File: src/rtl/mem_1r1w_masked_48x64_port.sv
// rtl/mem_1r1w_masked_48x64_port.sv - request-side port controller for the 48x64 byte-masked 1R1W SRAM
// Drives the macro W0/R0 ports, absorbs the 1-cycle read latency in a 3-entry response FIFO.
module mem_1r1w_masked_48x64_port #(
  parameter int DEPTH  = 48,
  parameter int ADDR_W = 6,
  parameter int DATA_W = 64,
  parameter int MASK_W = 8
) (
  input  logic              clock,
  input  logic              reset,
  input  logic              wr_valid,
  output logic              wr_ready,
  input  logic [ADDR_W-1:0] wr_addr,
  input  logic [DATA_W-1:0] wr_data,
  input  logic [MASK_W-1:0] wr_mask,
  output logic              wr_oob,
  input  logic              rd_req_valid,
  output logic              rd_req_ready,
  input  logic [ADDR_W-1:0] rd_req_addr,
  output logic              rd_resp_valid,
  input  logic              rd_resp_ready,
  output logic [DATA_W-1:0] rd_resp_data,
  output logic              rd_resp_err,
  output logic [ADDR_W-1:0] W0_addr,
  output logic              W0_en,
  output logic [DATA_W-1:0] W0_data,
  output logic [MASK_W-1:0] W0_mask,
  output logic [ADDR_W-1:0] R0_addr,
  output logic              R0_en,
  input  logic [DATA_W-1:0] R0_data
);
  localparam int BYTE_W = DATA_W / MASK_W;
  localparam logic [ADDR_W:0] DEPTH_C = DEPTH[ADDR_W:0];

  logic              ready_q;
  logic              wr_fire, wr_in_range;
  logic              rd_fire, rd_in_range;
  logic              inf_valid, inf_err, inf_collide;
  logic [DATA_W-1:0] fwd_data;
  logic [MASK_W-1:0] fwd_mask;
  logic [DATA_W-1:0] cap_data;
  logic [DATA_W-1:0] fifo_data [3];
  logic [2:0]        fifo_err;
  logic [1:0]        wr_ptr, rd_ptr, count;
  logic [2:0]        outstanding;
  logic              push, pop;

  function automatic logic [1:0] ptr_next(input logic [1:0] p);
    return (p == 2'd2) ? 2'd0 : p + 2'd1;
  endfunction

  always_ff @(posedge clock or posedge reset) begin
    if (reset) ready_q <= 1'b0;
    else       ready_q <= 1'b1;
  end

  assign wr_ready    = ready_q;
  assign wr_fire     = wr_valid & ready_q;
  assign wr_in_range = {1'b0, wr_addr} < DEPTH_C;

  assign W0_en   = wr_fire & wr_in_range;
  assign W0_addr = wr_addr;
  assign W0_data = wr_data;
  assign W0_mask = wr_mask;

  // Reads are admitted only while the in-flight slot plus buffered entries leave room.
  assign outstanding  = {2'b00, inf_valid} + {1'b0, count};
  assign rd_req_ready = ready_q & (outstanding < 3'd3);
  assign rd_fire      = rd_req_valid & rd_req_ready;
  assign rd_in_range  = {1'b0, rd_req_addr} < DEPTH_C;

  assign R0_en   = rd_fire & rd_in_range;
  assign R0_addr = rd_req_addr;

  always_ff @(posedge clock or posedge reset) begin
    if (reset) begin
      wr_oob      <= 1'b0;
      inf_valid   <= 1'b0;
      inf_err     <= 1'b0;
      inf_collide <= 1'b0;
      fwd_data    <= '0;
      fwd_mask    <= '0;
    end else begin
      wr_oob      <= wr_fire & ~wr_in_range;
      inf_valid   <= rd_fire;
      inf_err     <= rd_fire & ~rd_in_range;
      inf_collide <= W0_en & R0_en & (wr_addr == rd_req_addr);
      fwd_data    <= wr_data;
      fwd_mask    <= wr_mask;
    end
  end

  // Same-cycle write bytes override the macro's pre-write read data.
  always_comb begin
    cap_data = '0;
    if (!inf_err) begin
      for (int i = 0; i < MASK_W; i++) begin
        cap_data[i*BYTE_W +: BYTE_W] = (inf_collide && fwd_mask[i]) ?
                                       fwd_data[i*BYTE_W +: BYTE_W] :
                                       R0_data[i*BYTE_W +: BYTE_W];
      end
    end
  end

  assign push = inf_valid;
  assign pop  = (count != 2'd0) & rd_resp_ready;

  always_ff @(posedge clock) begin
    if (push) fifo_data[wr_ptr] <= cap_data;
  end

  always_ff @(posedge clock or posedge reset) begin
    if (reset) begin
      wr_ptr   <= 2'd0;
      rd_ptr   <= 2'd0;
      count    <= 2'd0;
      fifo_err <= '0;
    end else begin
      if (push) begin
        fifo_err[wr_ptr] <= inf_err;
        wr_ptr           <= ptr_next(wr_ptr);
      end
      if (pop) rd_ptr <= ptr_next(rd_ptr);
      case ({push, pop})
        2'b10:   count <= count + 2'd1;
        2'b01:   count <= count - 2'd1;
        default: count <= count;
      endcase
    end
  end

  assign rd_resp_valid = (count != 2'd0);
  assign rd_resp_data  = rd_resp_valid ? fifo_data[rd_ptr] : '0;
  assign rd_resp_err   = rd_resp_valid & fifo_err[rd_ptr];
endmodule

File: config.mk
export PLATFORM = sky130hd
export DESIGN_NAME = mem_1r1w_masked_48x64_port
export DESIGN_NICKNAME = d
export VERILOG_FILES = /design/src/rtl/mem_1r1w_masked_48x64_port.sv
export SDC_FILE = /design/constraint.sdc
export NUM_CORES = 1
export LEC_CHECK = 0
export CORE_MARGIN = 2
export CORE_UTILIZATION = 50
export CTS_BUF_LIST = sky130_fd_sc_hd__clkbuf_2
export CTS_CLUSTER_SIZE = 28
export DETAILED_ROUTE_END_ITERATION = 10
export GPL_ROUTABILITY_DRIVEN = 0
export PLACE_DENSITY_LB_ADDON = 0.15
export SKIP_CTS_REPAIR_TIMING = 1
export SYNTH_ARGS = -nofsm -noshare
export SYNTH_HDL_FRONTEND = slang
export SYNTH_SLANG_ARGS = --single-unit
File: constraint.sdc
create_clock -name clock -period 6.65 [get_ports clock]
set_input_delay 0.665 -clock clock [delete_from_list [all_inputs] [get_ports clock]]
set_output_delay 0.665 -clock clock [all_outputs]
set_load 0.005 [all_outputs]
# Yosys cells after proc, flatten, opt, wreduce, memory -nomap -nowiden
# Memory sizes are Yosys's and may differ from the RTL's.
# Cells that the tools add are included.
# word_totals
n_memories	1
rom_bits	0
latchBits	0
ramBits	192
reg_bits	86
word_cells	72
# op_classes
mux	20
n_reduce_logical	11
order_cmp	6
bitwise_logic	13
div	0
shifts	0
add_sub_neg	5
multipliers	0
n_eq_ne	5
# mem_list
memory	words	word_bits	read_ports	rd_clocked_by_memory_dff	write_ports	line	source
fifo_data	3	64	1	0	1	42	logic [DATA_W-1:0] fifo_data [3];
# op_table
operator	count
64-bit 2-to-1 mux	2
8-bit 2-to-1 mux	8
6-bit less-than comparator, second input constant	2
1-bit AND	11
1-bit logical AND	9
2-bit by 1-bit adder with 2-bit output, second input constant	3
2-bit equality test, second input constant	3
6-bit equality test	1
2-bit by 3-bit less-than comparator with 1-bit output, second input constant	2
1-bit 2-to-1 mux	4
2-bit 2-to-1 mux	2
2-bit one-hot mux with 2 select lines	1
2-bit nonzero test	2
1-bit by 2-bit adder with 3-bit output	1
3-bit bitwise mux	1
3-bit by 2-bit less-than comparator with 1-bit output, second input constant	1
1-bit binary-select mux with 2-bit select	1
1-bit demux with 2-bit select	1
2-bit by 1-bit equality test with 1-bit output, second input constant	1
2-bit by 1-bit >= comparator with 1-bit output, second input constant	1
1-bit NOT	2
2-bit by 1-bit subtractor with 2-bit output, second input constant	1

# Logic depth before layout (Yosys ltp)
# Gate-level depths: netlist of run 1.
# depth
word_depth	7
depth_mapped	6
ltp_nobuf	6

# Worst setup path after synthesis of run 1
# OpenSTA, ideal clock, no wires.
# synth_timing
path_kind	reg2reg
from	register inf_valid
to	register fifo_err[2]
path_stages_with_launch	4
setup_ns	0.088
required_time_ns	6.562
arrival_time_ns	5.927
slack_ns	0.635
n_path_buf	0
path_cell_list	dfrtp_1 inv_1 nor3b_1 mux2_2
# synth_lines
element	line	source
start, declared	38	logic inf_valid, inf_err, inf_collide;
start signal, assigned	85	inf_valid <= rd_fire;
end signal, assigned by index	120	fifo_err[wr_ptr] <= inf_err;
end, declared	43	logic [2:0] fifo_err;

# Worst setup path after layout of run 1
# layout_timing
from	register rd_ptr[1]
to	output port rd_resp_err
# layout_via
elab_chain_cells	3
# layout_rtl
element	line	source
start, declared	44	logic [1:0] wr_ptr, rd_ptr, count;
start signal, assigned	123	if (pop) rd_ptr <= ptr_next(rd_ptr);
1-bit binary-select mux with 2-bit select	134	assign rd_resp_err = rd_resp_valid & fifo_err[rd_ptr];
1-bit 2-to-1 mux (implied by the code)	134	
1-bit AND	134	
end, declared	23	output logic rd_resp_err,
# No other way between the ends. The select of a mux whose other input is x is not followed.

==> qor.yml, run 1 <==
ys_top_cells_by_count: "edfxtp_1, buf_4, dfrtp_1"
cap_violations: 0
antenna_found_initial: 1
start_kind: "register"
cp_slowest_cell: "dfrtp_4"
max_slew_margin_pct: 30.6
clk-insertion-delay-late_ns: 0.79
synthFlopType: "edfxtp_1"
leakagePower_uw: 0.00571
slowest_delay_ns: 0.84
cts_buffer_depth: 3
crit_type: "reg -> out"
vias: 7472
yosysSeqAreaShare_pct: 67.9
syn_nets: 1011
worst_pin_slew_ns: 1.04
ys_ff_latch: 278
synth_cells: 855
cp_max_fo: 37
pin_count: 308
yosys.area.top_type: "edfxtp_1"
die_y_um: 157
hp-class: "in -> async"
dp_hpwl_mm: 16.4
grt_max_degree: 70
synth_most_common_cell: "edfxtp_1"
final_nets: 1272
grt_pass1_wl_mm: 39.3
cp.depth: 5
start_util_pct: 51.2
postRouteAntennaNets: 0
grt_overflow_total: 0
cp_num_buf_inv: 2
clock-root-buffer: "clkbuf_2"
firstDrtPassIters: 4
clkPwrFrac_pct: 22.4
cts_tree: "yes"
core_area_mm2: 0.0228
grt_usage_pct: 20.7
rsz0062_at_grt: "no"
synth_edf_count: 192
dp_cells: 1355
period_share_pct: 58.5
hold_violations: 0
drive_gt1_share_pct: 17.4
ys_types: 31
fp-row-count: 55
p_comb_share_pct: 31.6
drc: 0
dieArea_mm2: 0.0246
setup_violations: 0
p_int_uw: 3430
async_flop_share_pct: 30.9
viasPerCell: 5.02
yosysTopAreaCellShare_pct: 49.4
critPathTopFamily: "buffers and inverters"
h-tree-depth: 3
worstPathArrival_ns: 3.22
endpoint_kind: "output pin"
cts_made_buffers: 72
drv_slew: 0
setup_tns_ns: 0
finalCriticalPeriod_ns: 3.89
wl_mm: 25.4
sw_frac_of_total_pct: 30.1
crit_path_cell_trace: "buf_4 > nand3b_1 > o21a_1 > nor2_1 > clkdlybuf4s50_1"
clkSinkCount: 278
synth_area_per_cell_um2: 13.6
vdd.ir_drop.worst_v: 0.000212
powerDensity_mw_per_mm2: 327
port_buffers: 307
power_frac_seq_pct: 46.0
drt-wirelength-per-cell_um: 17.0
drt_iter0_drc: 341
die_x_um: 157
fin_cells: 1489
crit_required_ns: 5.98
max_freq_mhz: 257
finClkSkew_ns: 0.0491
outcome: "completed"
synth_area_leaders: "edfxtp_1, dfrtp_1, mux2_2"
path_clk_slew_ns: 0.10
netlist_area_mm2: 0.0117
syn_to_final_growth_pct: 28.8
yosys_warnings: 0
p_sw_uw: 1480
reg2reg_depth: 3
first_global_vias: 7917
==> layer usage <==
layer	track usage, %	vias up	share of wire (%)
met5	0	-	0
met4	6.68	0	1.5
met3	5.46	39	6.4
met2	36.4	278	51
met1	24.9	3602	41
li1	-	3553	-
==> power by group through the flow <==
| stage | logic, µW | registers (µW) | clock network (µW) |
|---|---|---|---|
| floorplan | 894 | 2160 | 0 |
| global placement | 1560 | 2290 | 0 |
| detailed placement | 1570 | 2300 | 0 |
| CTS | 1580 | 2260 | 1140 |
| global route | 1670 | 2290 | 1240 |
| finish | 1550 | 2260 | 1100 |
==> cell type report <==
class	instances	area (µm²)
sequential	278	7930
fill	1734	7750
timing repair buffer	317	3150
multi-input combinational	442	2890
clock buffer	113	566
tap	313	392
clock inverter	20	77.6
inverter	5	20.0
antenna	1	2.50
==> path summary, 6_finish.rpt <==
check,start,to,slack [ns]
min in group clock,wr_data[13],fwd_data[13],0.33
worst max-delay path,rd_ptr[1],rd_resp_err,2.76
worst max register to register,wr_ptr[0],fifo_data[1][57],4.37
max in group asynchronous,reset,rd_ptr[0],5.22
worst min register to register,fifo_err[0],fifo_err[0],0.52
worst min-delay path,reset,fwd_data[58],0.24
==> placed cells by master, fill, tap and decap left out, types with 2 or more instances in the layout <==
master / instances
clkbuf_2: 113
clkinv_2: 3
clkdlybuf4s50_1: 307
dfrtp_4: 2
inv_2: 3
mux2i_1: 65
xnor2_1: 7
nor2_4: 2
nand3_1: 67
inv_1: 4
nor2_1: 68
a21oi_1: 66
buf_4: 10
edfxtp_1: 192
clkinv_1: 15
dfrtp_2: 2
and3_1: 2
a21o_1: 3
mux2_2: 62
mux2_4: 5
dfrtp_1: 82
nand2_1: 78
ha_1: 3
o21ai_0: 2
==> metrics by stage <==
| stage | setup WS (ns) | power [µW] | hold WS, ns | cell area (µm²) | util (%) |
|---|---|---|---|---|---|
| 2_1_floorplan | 0.635 | 3050 | 0.480 | 11700 | - |
| 3_3_place_gp | 3.56 | 3850 | 0.493 | 14400 | 63.1 |
| 3_5_place_dp | 3.57 | 3870 | 0.500 | 14400 | 63.1 |
| 4_1_cts | 2.65 | 4990 | 0.197 | 15000 | 66.0 |
| 5_1_grt | 2.52 | 5200 | 0.223 | 15000 | 66.0 |
| 6_report | 2.76 | 4910 | 0.244 | 15000 | 66.0 |
==> state kept, by name, indices dropped and copies added (netlist names) <==
register,flops
wr_oob,1
fifo_data,192
fwd_data,64
wr_ready,1
rd_ptr,2
count,2
inf_valid,1
wr_ptr,2
fifo_err,3
inf_err,1
inf_collide,1
fwd_mask,8
==> logic make-up after synthesis <==
group / count (synthesis) / share of synthesized area, %
flops: 278 / 67.9
xor+xnor: 8 / 0.601
compound gates: 72 / 3.18
mux: 132 / 12.2
simple gates: 226 / 8.26
fa+ha+maj: 3 / 0.322
buf+inv: 135 / 7.51
other cells: 1 / 0.0322
No activity file was read; power rests on OpenSTA's default activity.
==> inputs of run 2 (changes only) <==
==> constraint.sdc (replaced) <==
create_clock -name clock -period 3.6 [get_ports clock]
set_input_delay 0.36 -clock clock [delete_from_list [all_inputs] [get_ports clock]]
set_output_delay 0.36 -clock clock [all_outputs]
set_load 0.005 [all_outputs]
==> qor.yml, run 2 (same netlist as run 1, synthesis figures left out) <==
outcome: "completed"
core_area_mm2: 0.0228
nFillCells: 1678
die_y_um: 157
start_kind: "register"
largest_register_ffs: 192
postRouteAntennaNets: 0
vdd.ir_drop.worst_v: 0.000381
startpoint: "rd_ptr[0]"
crit_required_ns: 3.24
clock-root-buffer: "clkbuf_2"
finClkSkew_ns: 0.0552
grt_usage_pct: 20.9
power_frac_seq_pct: 44.5
hold_ws_ns: 0.0589
cp_max_fo: 44
cts_tree: "yes"
worst_pin_slew_ns: 1.07
viasPerCell: 4.96
regArea_mm2: 0.00793
reg2reg_depth: 3
top_regs: "fifo_data: 192 flops, fwd_data: 64 flops, fwd_mask: 8 flops"
crit_path_cell_trace: "buf_12 > mux2_2 > mux2i_1 > nor2_1 > clkdlybuf4s50_1"
cp_slowest_cell: "dfrtp_4"
slowest_delay_ns: 0.71
hold_depth: 1
drt_iter0_drc: 311
die_x_um: 157
firstDrtPassIters: 4
worstPathArrival_ns: 2.93
multi_input_area_mm2: 0.00291
path_clk_slew_ns: 0.11
cap_violations: 0
rsz0062_at_grt: "no"
clkSinkCount: 278
p_int_uw: 6510
crit_type: "reg -> out"
reg2reg_slack_ns: 1.47
cts_made_buffers: 71
final.setup.worst_slack_ns: 0.312
h-tree-depth: 3
dieArea_mm2: 0.0246
syn_to_final_growth_pct: 34.1
final_common_cell: "clkdlybuf4s50_1"
grt_max_degree: 53
p_sw_uw: 2770
powerDensity_mw_per_mm2: 593
leakagePower_uw: 0.00598
clk-insertion-delay-late_ns: 0.80
period_share_pct: 91.3
endpoint_kind: "output pin"
p_comb_share_pct: 32.7
hp-class: "in -> reg"
setup_violations: 0
r2r_end: "fifo_data[0][20]"
clkPwrFrac_pct: 22.8
max_freq_mhz: 304
crit-reg2reg-launch: "inf_valid"
setup_tns_ns: 0
start_util_pct: 51.2
dp_hpwl_mm: 17.2
mostFrequentLayoutCells: "clkdlybuf4s50_1, edfxtp_1, clkbuf_2, dfrtp_1, nand2_1"
drt-wirelength-per-cell_um: 17.3
port_buffers: 307
wl_mm: 26.7
pin_count: 308
fp-row-count: 55
sw_frac_of_total_pct: 29.8
final_nets: 1327
max_slew_margin_pct: 28.5
hold_violations: 0
pre_cts_ws_ns: 1.09
top_register: "fifo_data"
finalCriticalPeriod_ns: 3.29
first_global_vias: 7747
grt_overflow_total: 0
vias: 7651
drive_gt1_share_pct: 17.5
grt_pass1_wl_mm: 39.1
cts_buffer_depth: 3
critPathCapture: "rd_resp_data[8]"
drc: 0
antenna_found_initial: 1
drv_slew: 0
run 2: cell count changes in the layout (fill, tap and decap cells not counted), sizes merged:
cell,delta
dlygate4sd3,+47
buf,+9
clkbuf,+3
bufinv,+1
clkinv,-5
inv,-1
run 2: worst min path at each step:
| stage | from | end |
|---|---|---|
| floorplan | wr_data[0] | fwd_data[0] |
| global placement | fifo_err[1] | fifo_err[1] |
| detailed placement | fifo_err[0] | fifo_err[0] |
| CTS | reset | inf_err |
| global route | wr_data[25] | fwd_data[25] |
| finish | wr_data[27] | fwd_data[27] |
run 2: final cells by class:
cell class | count | area share [%]
clock buffers | 116 | 3.71
inverters | 5 | 0.128
multi-input cells | 442 | 18.6
repair buffers | 373 | 23.8
diodes | 1 | 0.0160
flip-flops and latches | 278 | 50.7
clock inverters | 15 | 0.536
well taps | 313 | 2.50
run 2: metal layers:
metal  global-route usage [%]  wire (µm)  vias to the layer above
met4                     7.47        405                        0
met1                     24.9      10600                     3689
met3                     5.40       1670                       39
met2                     36.5      14000                      269
met5                        0          0                        -
li1                         -          -                     3654
run 2: metrics by stage:
| stage | utilization (%) | std cells | instance area, µm² | total power, µW |
|---|---|---|---|---|
| 2_1_floorplan | - | 855 | 11700 | 5630 |
| 3_3_place_gp | 63.7 | 1364 | 14500 | 7180 |
| 3_5_place_dp | 63.7 | 1364 | 14500 | 7220 |
| 4_1_cts | 66.6 | 1495 | 15200 | 9370 |
| 5_1_grt | 68.6 | 1543 | 15600 | 9790 |
| 6_report | 68.6 | 1543 | 15600 | 9270 |
run 2: power by group through the flow:
stage | Sequential, µW | Combinational (µW) | Clock, µW
after floorplan | 3970 | 1650 | 0
after global placement | 4190 | 2990 | 0
after detailed placement | 4200 | 3020 | 0
after CTS | 4130 | 3040 | 2200
after global routing | 4170 | 3270 | 2350
final | 4130 | 3030 | 2110
run 2: worst max-delay path, delay by kind of cell, from the launching register on:
kind,cells,cell delay [ns]
DFF,1,0.71
and+or+nand+nor,1,0.07
buffers and inverters,2,0.81
muxes,2,0.55
